--- src/rtl/ram_pll_bist.sv ---
// RAM self-test that runs once the PLL reports stable lock: it writes a seeded pattern, reads it back and compares.
// Latency: 1 cycle from READ issue to compare; an iteration takes 2*(2*2^ADDR_W+1) cycles.
// Backpressure: none. Losing lock aborts the test and restarts lock qualification.
module ram_pll_bist #(
  parameter int          ADDR_W      = 8,
  parameter int          DATA_W      = 8,
  parameter int          LOCK_CYCLES = 1024,
  parameter int unsigned SEED        = 32'hA5
) (
  input  logic              clk,
  input  logic              rst,
  input  logic              locked,
  input  logic              inj_err,
  output logic [7:0]        led_o,
  output logic              fail,
  output logic [7:0]        err_cnt,
  output logic [ADDR_W-1:0] first_err_addr,
  output logic [15:0]       iter_cnt
);

  localparam int LOCK_W = (LOCK_CYCLES > 1) ? $clog2(LOCK_CYCLES) : 1;
  localparam logic [LOCK_W-1:0] LOCK_LAST = LOCK_W'(LOCK_CYCLES - 1);
  localparam logic [ADDR_W-1:0] ADDR_LAST = '1;

  localparam logic [1:0] S_WAIT_LOCK = 2'd0;
  localparam logic [1:0] S_WRITE     = 2'd1;
  localparam logic [1:0] S_READ      = 2'd2;
  localparam logic [1:0] S_DRAIN     = 2'd3;

  logic [1:0]        state_q, state_d;
  logic [LOCK_W-1:0] lock_cnt_q, lock_cnt_d;
  logic [ADDR_W-1:0] addr_q, addr_d;
  logic              pass_q, pass_d;
  logic              cmp_vld_q, cmp_vld_d;
  logic [DATA_W-1:0] cmp_exp_q, cmp_exp_d;
  logic [ADDR_W-1:0] cmp_addr_q, cmp_addr_d;
  logic              fail_q, fail_d;
  logic [7:0]        err_cnt_q, err_cnt_d;
  logic [ADDR_W-1:0] first_q, first_d;
  logic [15:0]       iter_q, iter_d;

  logic [DATA_W-1:0] mem [2**ADDR_W];
  logic [DATA_W-1:0] rdata_q;
  logic              ram_we;
  logic [DATA_W-1:0] pat_word;
  logic [DATA_W-1:0] exp_word;
  logic [DATA_W-1:0] wdata;
  logic              mismatch;

  // Pass 1 stores the complement so every bit is exercised at both polarities.
  assign pat_word = DATA_W'(addr_q) ^ DATA_W'(SEED);
  assign exp_word = pass_q ? ~pat_word : pat_word;
  assign wdata    = exp_word ^ {{(DATA_W-1){1'b0}}, inj_err};

  // A compare only counts while lock holds; a lock drop throws the in-flight compare away.
  assign mismatch = cmp_vld_q && locked && (rdata_q != cmp_exp_q);

  // Single-port RAM with a registered read; contents are deliberately not reset.
  always_ff @(posedge clk) begin
    if (ram_we) mem[addr_q] <= wdata;
    rdata_q <= mem[addr_q];
  end

  // Next-state logic: lock qualification, write/read sweeps, error bookkeeping.
  always_comb begin
    state_d    = state_q;
    lock_cnt_d = lock_cnt_q;
    addr_d     = addr_q;
    pass_d     = pass_q;
    cmp_vld_d  = 1'b0;
    cmp_exp_d  = cmp_exp_q;
    cmp_addr_d = cmp_addr_q;
    fail_d     = fail_q;
    err_cnt_d  = err_cnt_q;
    first_d    = first_q;
    iter_d     = iter_q;
    ram_we     = 1'b0;

    if (mismatch) begin
      fail_d = 1'b1;
      if (err_cnt_q != 8'hFF) err_cnt_d = err_cnt_q + 8'd1;
      if (err_cnt_q == 8'h00) first_d = cmp_addr_q;
    end

    if (state_q == S_WAIT_LOCK) begin
      if (!locked) begin
        lock_cnt_d = '0;
      end else if (lock_cnt_q == LOCK_LAST) begin
        lock_cnt_d = '0;
        addr_d     = '0;
        state_d    = S_WRITE;
      end else begin
        lock_cnt_d = lock_cnt_q + LOCK_W'(1);
      end
    end else if (!locked) begin
      state_d    = S_WAIT_LOCK;
      lock_cnt_d = '0;
      addr_d     = '0;
      pass_d     = 1'b0;
      cmp_vld_d  = 1'b0;
    end else begin
      case (state_q)
        S_WRITE: begin
          ram_we = 1'b1;
          addr_d = addr_q + ADDR_W'(1);
          if (addr_q == ADDR_LAST) state_d = S_READ;
        end
        S_READ: begin
          cmp_vld_d  = 1'b1;
          cmp_exp_d  = exp_word;
          cmp_addr_d = addr_q;
          addr_d     = addr_q + ADDR_W'(1);
          if (addr_q == ADDR_LAST) state_d = S_DRAIN;
        end
        default: begin
          // DRAIN: last compare happens above; then start the next pass.
          addr_d  = '0;
          state_d = S_WRITE;
          if (pass_q) begin
            pass_d = 1'b0;
            iter_d = iter_q + 16'd1;
          end else begin
            pass_d = 1'b1;
          end
        end
      endcase
    end
  end

  // State registers with asynchronous reset.
  always_ff @(posedge clk or posedge rst) begin
    if (rst) begin
      state_q    <= S_WAIT_LOCK;
      lock_cnt_q <= '0;
      addr_q     <= '0;
      pass_q     <= 1'b0;
      cmp_vld_q  <= 1'b0;
      cmp_exp_q  <= '0;
      cmp_addr_q <= '0;
      fail_q     <= 1'b0;
      err_cnt_q  <= '0;
      first_q    <= '0;
      iter_q     <= '0;
    end else begin
      state_q    <= state_d;
      lock_cnt_q <= lock_cnt_d;
      addr_q     <= addr_d;
      pass_q     <= pass_d;
      cmp_vld_q  <= cmp_vld_d;
      cmp_exp_q  <= cmp_exp_d;
      cmp_addr_q <= cmp_addr_d;
      fail_q     <= fail_d;
      err_cnt_q  <= err_cnt_d;
      first_q    <= first_d;
      iter_q     <= iter_d;
    end
  end

  assign led_o          = {fail_q, (state_q != S_WAIT_LOCK), iter_q[5:0]};
  assign fail           = fail_q;
  assign err_cnt        = err_cnt_q;
  assign first_err_addr = first_q;
  assign iter_cnt       = iter_q;

endmodule

--- config.mk ---
export PLATFORM = sky130hd
export DESIGN_NAME = ram_pll_bist
export DESIGN_NICKNAME = d
export VERILOG_FILES = /design/src/rtl/ram_pll_bist.sv
export SDC_FILE = /design/constraint.sdc
export NUM_CORES = 2
export LEC_CHECK = 0
export ABC_AREA = 0
export ABC_CLOCK_PERIOD_IN_PS = 12450
export BUFFER_PORTS_ARGS = -buffer_cell sky130_fd_sc_hd__buf_2
export CORE_AREA = 2 2 468 470
export DETAILED_ROUTE_END_ITERATION = 10
export DIE_AREA = 0 0 470 472
export HOLD_SLACK_MARGIN = 0.06
export SETUP_SLACK_MARGIN = 0.1
export SLEW_MARGIN = 5
export SYNTH_ARGS = -nofsm -noshare
export SYNTH_HDL_FRONTEND = slang
export SYNTH_SLANG_ARGS = --single-unit
--- constraint.sdc ---
create_clock -name clk -period 12.45 [get_ports clk]
set_input_delay 3.735 -clock clk [delete_from_list [all_inputs] [get_ports clk]]
set_output_delay 3.735 -clock clk [all_outputs]
set_load 0.02 [all_outputs]
==> results.yml <==
status:
  outcome: "complete, no violations"
layout:
  areaGrowthSynthToFinish_pct: 12.8
  finish.utilization_pct: 42.7
  fraction_of_final_layout_cells_with_drive_strength_greater_than_1_pct: 24.8
  nNetsFinal: 3936
run:
  max_cap_violations: 0
timing:
  maxSlewHeadroom_pct: 17.5
  achievable-frequency_mhz: 166
  final_period_minus_worst_setup_slack_ns: 6.02
  slew_viol_final: 0
  worst-slew-pin-transition_ns: 1.22
  setup_viol: 0
  whs_ns: 0.475
  final.period_utilization_pct: 48.4
  finalSetupTns_ns: 0
  timing.final.hold_violations: 0
  worst_clock_skew_ns: 0.0301
  postLayoutSetupSlackWorst_ns: 6.43
  rsz0062_at_grt: "false"
yosys:
  yosys.area.top_type: "edfxtp_1"
  synth.cell_area_um2: 82000
  post_synth_inst_count: 3839
  yosys-top-cells-area: "edfxtp_1, mux4_2, a22oi_1, dfrtp_1, nor2_1"
  yosysWarnings: 0
  avgSynthCellArea_um2: 21.4
  synth-seq-area-share_pct: 77.4
  synth_largest_type_area_fraction_pct: 75.0
  synth_cell_types: 40
  synth.ff_latch_count: 2127
  syn_nets: 3855
clocking:
  clock_latency_late_sink_ns: 0.85
  clk_path_buf_depth: 3
  clk_transition_reported_paths_ns: 0.06
  clkSinkCount: 2127
  postCtsSetupBuffers: 0
  clock_tree_from_tritoncts: "built"
  cts_h_tree_lvls: 4
  ctsResizeCount: 0
  tritoncts_buffer_count: 210
  cts_hold_buf: 0
  cts_root_buffer: "clkbuf_16"
placement:
  dp_hpwl_mm: 120
  place.port_buffers: 44
  place_congestion: 0.818
  dpl_worst_slack_ns: 5.57
grt:
  wire_length_of_the_first_global_routing_pass_mm: 301
  grt_start_max_net_pins: 150
  global_route.usage.total_pct: 18.8
  antenna_found_initial: 6
  grt_overflow: 0
  number_of_global_route_vias_before_repair: 40100
detailed_routing:
  detail_route.vias_per_cell: 5.70
  drt_drc_violations_left: 0
  drt-total-wl_mm: 211
  detailroute.via_count: 39600
  detail_route.first_pass.iterations: 6
  routedWlPerCell_um: 30.3
  antenna_left: 0
  drtIter0Drc: 5418
worst_setup_path:
  timing.critical_path.to_type: "flop"
  largest_fanout_on_the_critical_path: 16
  start_kind: "input port"
  crit_arrival_ns: 6.49
  worst-endpoint-required_ns: 12.92
  timing_worst_setup_path_type: "in -> reg"
floorplanning:
  floorplan.io_pins: 45
  initial_core_util_pct: 37.9
  dieWidth_um: 470
  die_outline_area_um2: 222000
  std_cell_rows: 171
  core_region_area_um2: 217000
  floorplan.die.height_um: 472
pwr:
  total_leakage_power_nw: 28.0
  power_density_nw_per_um2: 205
  fin_total_pwr_mw: 19.0
  ir_worst_vdd_mv: 0.196
min_path:
  holdCritPathClass: "reg -> reg"
==> routing by layer <==
metal | vias to the layer above | global-route usage (%) | share of wire, %
met5 | - | 0 | 0.0095
met4 | 2 | 5.58 | 2.7
met3 | 340 | 4.05 | 8.6
met2 | 1938 | 29.5 | 47
met1 | 21100 | 26.4 | 41
li1 | 16200 | - | -
==> Yosys cell counts, drive strengths merged <==
| master | n |
|---|---|
| mux2 | 22 |
| nand2 | 60 |
| o311ai | 1 |
| xnor2 | 20 |
| edfxtp | 2048 |
| o31ai | 2 |
| clkbuf | 140 |
| dfxtp | 8 |
| nor2b | 8 |
| o21ai | 25 |
| a211oi | 1 |
| a31oi | 2 |
| and3 | 10 |
| ha | 12 |
| nor3 | 7 |
| a211o | 1 |
| a22o | 1 |
| o41a | 1 |
| o221ai | 1 |
| and2 | 6 |
| nor4b | 1 |
| nand3 | 10 |
| nor2 | 275 |
| or2 | 2 |
| o41ai | 34 |
| dfrtp | 71 |
| buf | 104 |
| a22oi | 256 |
| inv | 12 |
| a21oi | 133 |
| nand2b | 5 |
| xor2 | 24 |
| nand4 | 22 |
| mux4 | 512 |
| nor4 | 2 |
==> cell type report <==
| type | instances | area [um^2] |
|---|---|---|
| antenna | 1 | 2.50 |
| clock buffer | 249 | 5400 |
| clock inverter | 142 | 1550 |
| fill | 18400 | 124000 |
| inverter | 12 | 46.3 |
| multi-input combinational | 1456 | 17500 |
| sequential | 2127 | 63400 |
| tap | 2854 | 3570 |
| timing repair buffer | 113 | 901 |
==> path summary, 6_finish.rpt <==
kind	from	end	slack, ns	cells past startpoint
min in group asynchronous	rst	iter_cnt[9]	3.17	3
setup / recovery	locked	mem[161][5]	6.43	7
hold / removal	iter_cnt[15]	iter_cnt[15]	0.48	1
setup reg to reg	addr_q[0]	rdata_q[4]	7.47	7
max in group asynchronous	rst	addr_q[1]	8.56	3
hold reg to reg	iter_cnt[15]	iter_cnt[15]	0.48	1
==> through the flow <==
step	area, um^2	instances
3_3_place_gp	85500	6562
2_1_floorplan	82000	3839
6_report	92400	6954
3_5_place_dp	85500	6562
5_1_grt	92400	6953
4_1_cts	92400	6953
==> where the power goes <==
group / switching [mW] / total, mW / internal (mW) / leakage (nW)
clock network: 2.72 / 6.39 / 3.67 / 3.36
registers: 0.0691 / 8.98 / 8.91 / 19.5
logic: 2.46 / 3.59 / 1.13 / 5.18
==> cells in the final DEF, fill, tap and decap left out, types with 10 or more instances in the layout <==
cell           n
buf_12        13
a22oi_1      256
xor2_1        20
bufinv_16     27
o41ai_2       32
mux2_2        22
o21ai_0       25
nand2_1       45
edfxtp_1    2048
nand2_2       15
a21oi_1      133
clkinv_2      33
nand4_1       22
clkinv_1      49
inv_1         11
mux4_2       512
xnor2_1       16
buf_2         44
dfrtp_1       69
and3_1        10
clkinvlp_4    12
buf_4         56
nand3_1       10
nor2_1       274
clkbuf_1      39
ha_1          12
clkbuf_16    210
==> logic make-up after synthesis <==
group           count (synthesis)  synth area share, %
compound gates                458                 4.04
flops                        2127                 77.4
simple gates                  408                 2.07
fa+ha+maj                      12                0.183
xor+xnor                       44                0.470
buf+inv                       256                 1.49
mux                           534                 14.4
==> critical path, cell delays in order <==
cell and delay (ns):
buf_2 0.14, nor2b_1 0.14, buf_4 0.21, nand2_1 0.10
nor3_1 0.51, nand2_2 0.81, nor2_1 0.84
==> state kept, by name, summed over array words and instances (netlist names), 2 cells and up <==
signal          cells
lock_cnt_q         10
err_cnt             8
cmp_exp_q           8
addr_q              8
mem              2048
first_err_addr      8
rdata_q             8
cmp_addr_q          8
state_q             2
iter_cnt           16
Power figures use the tool's default switching activity.
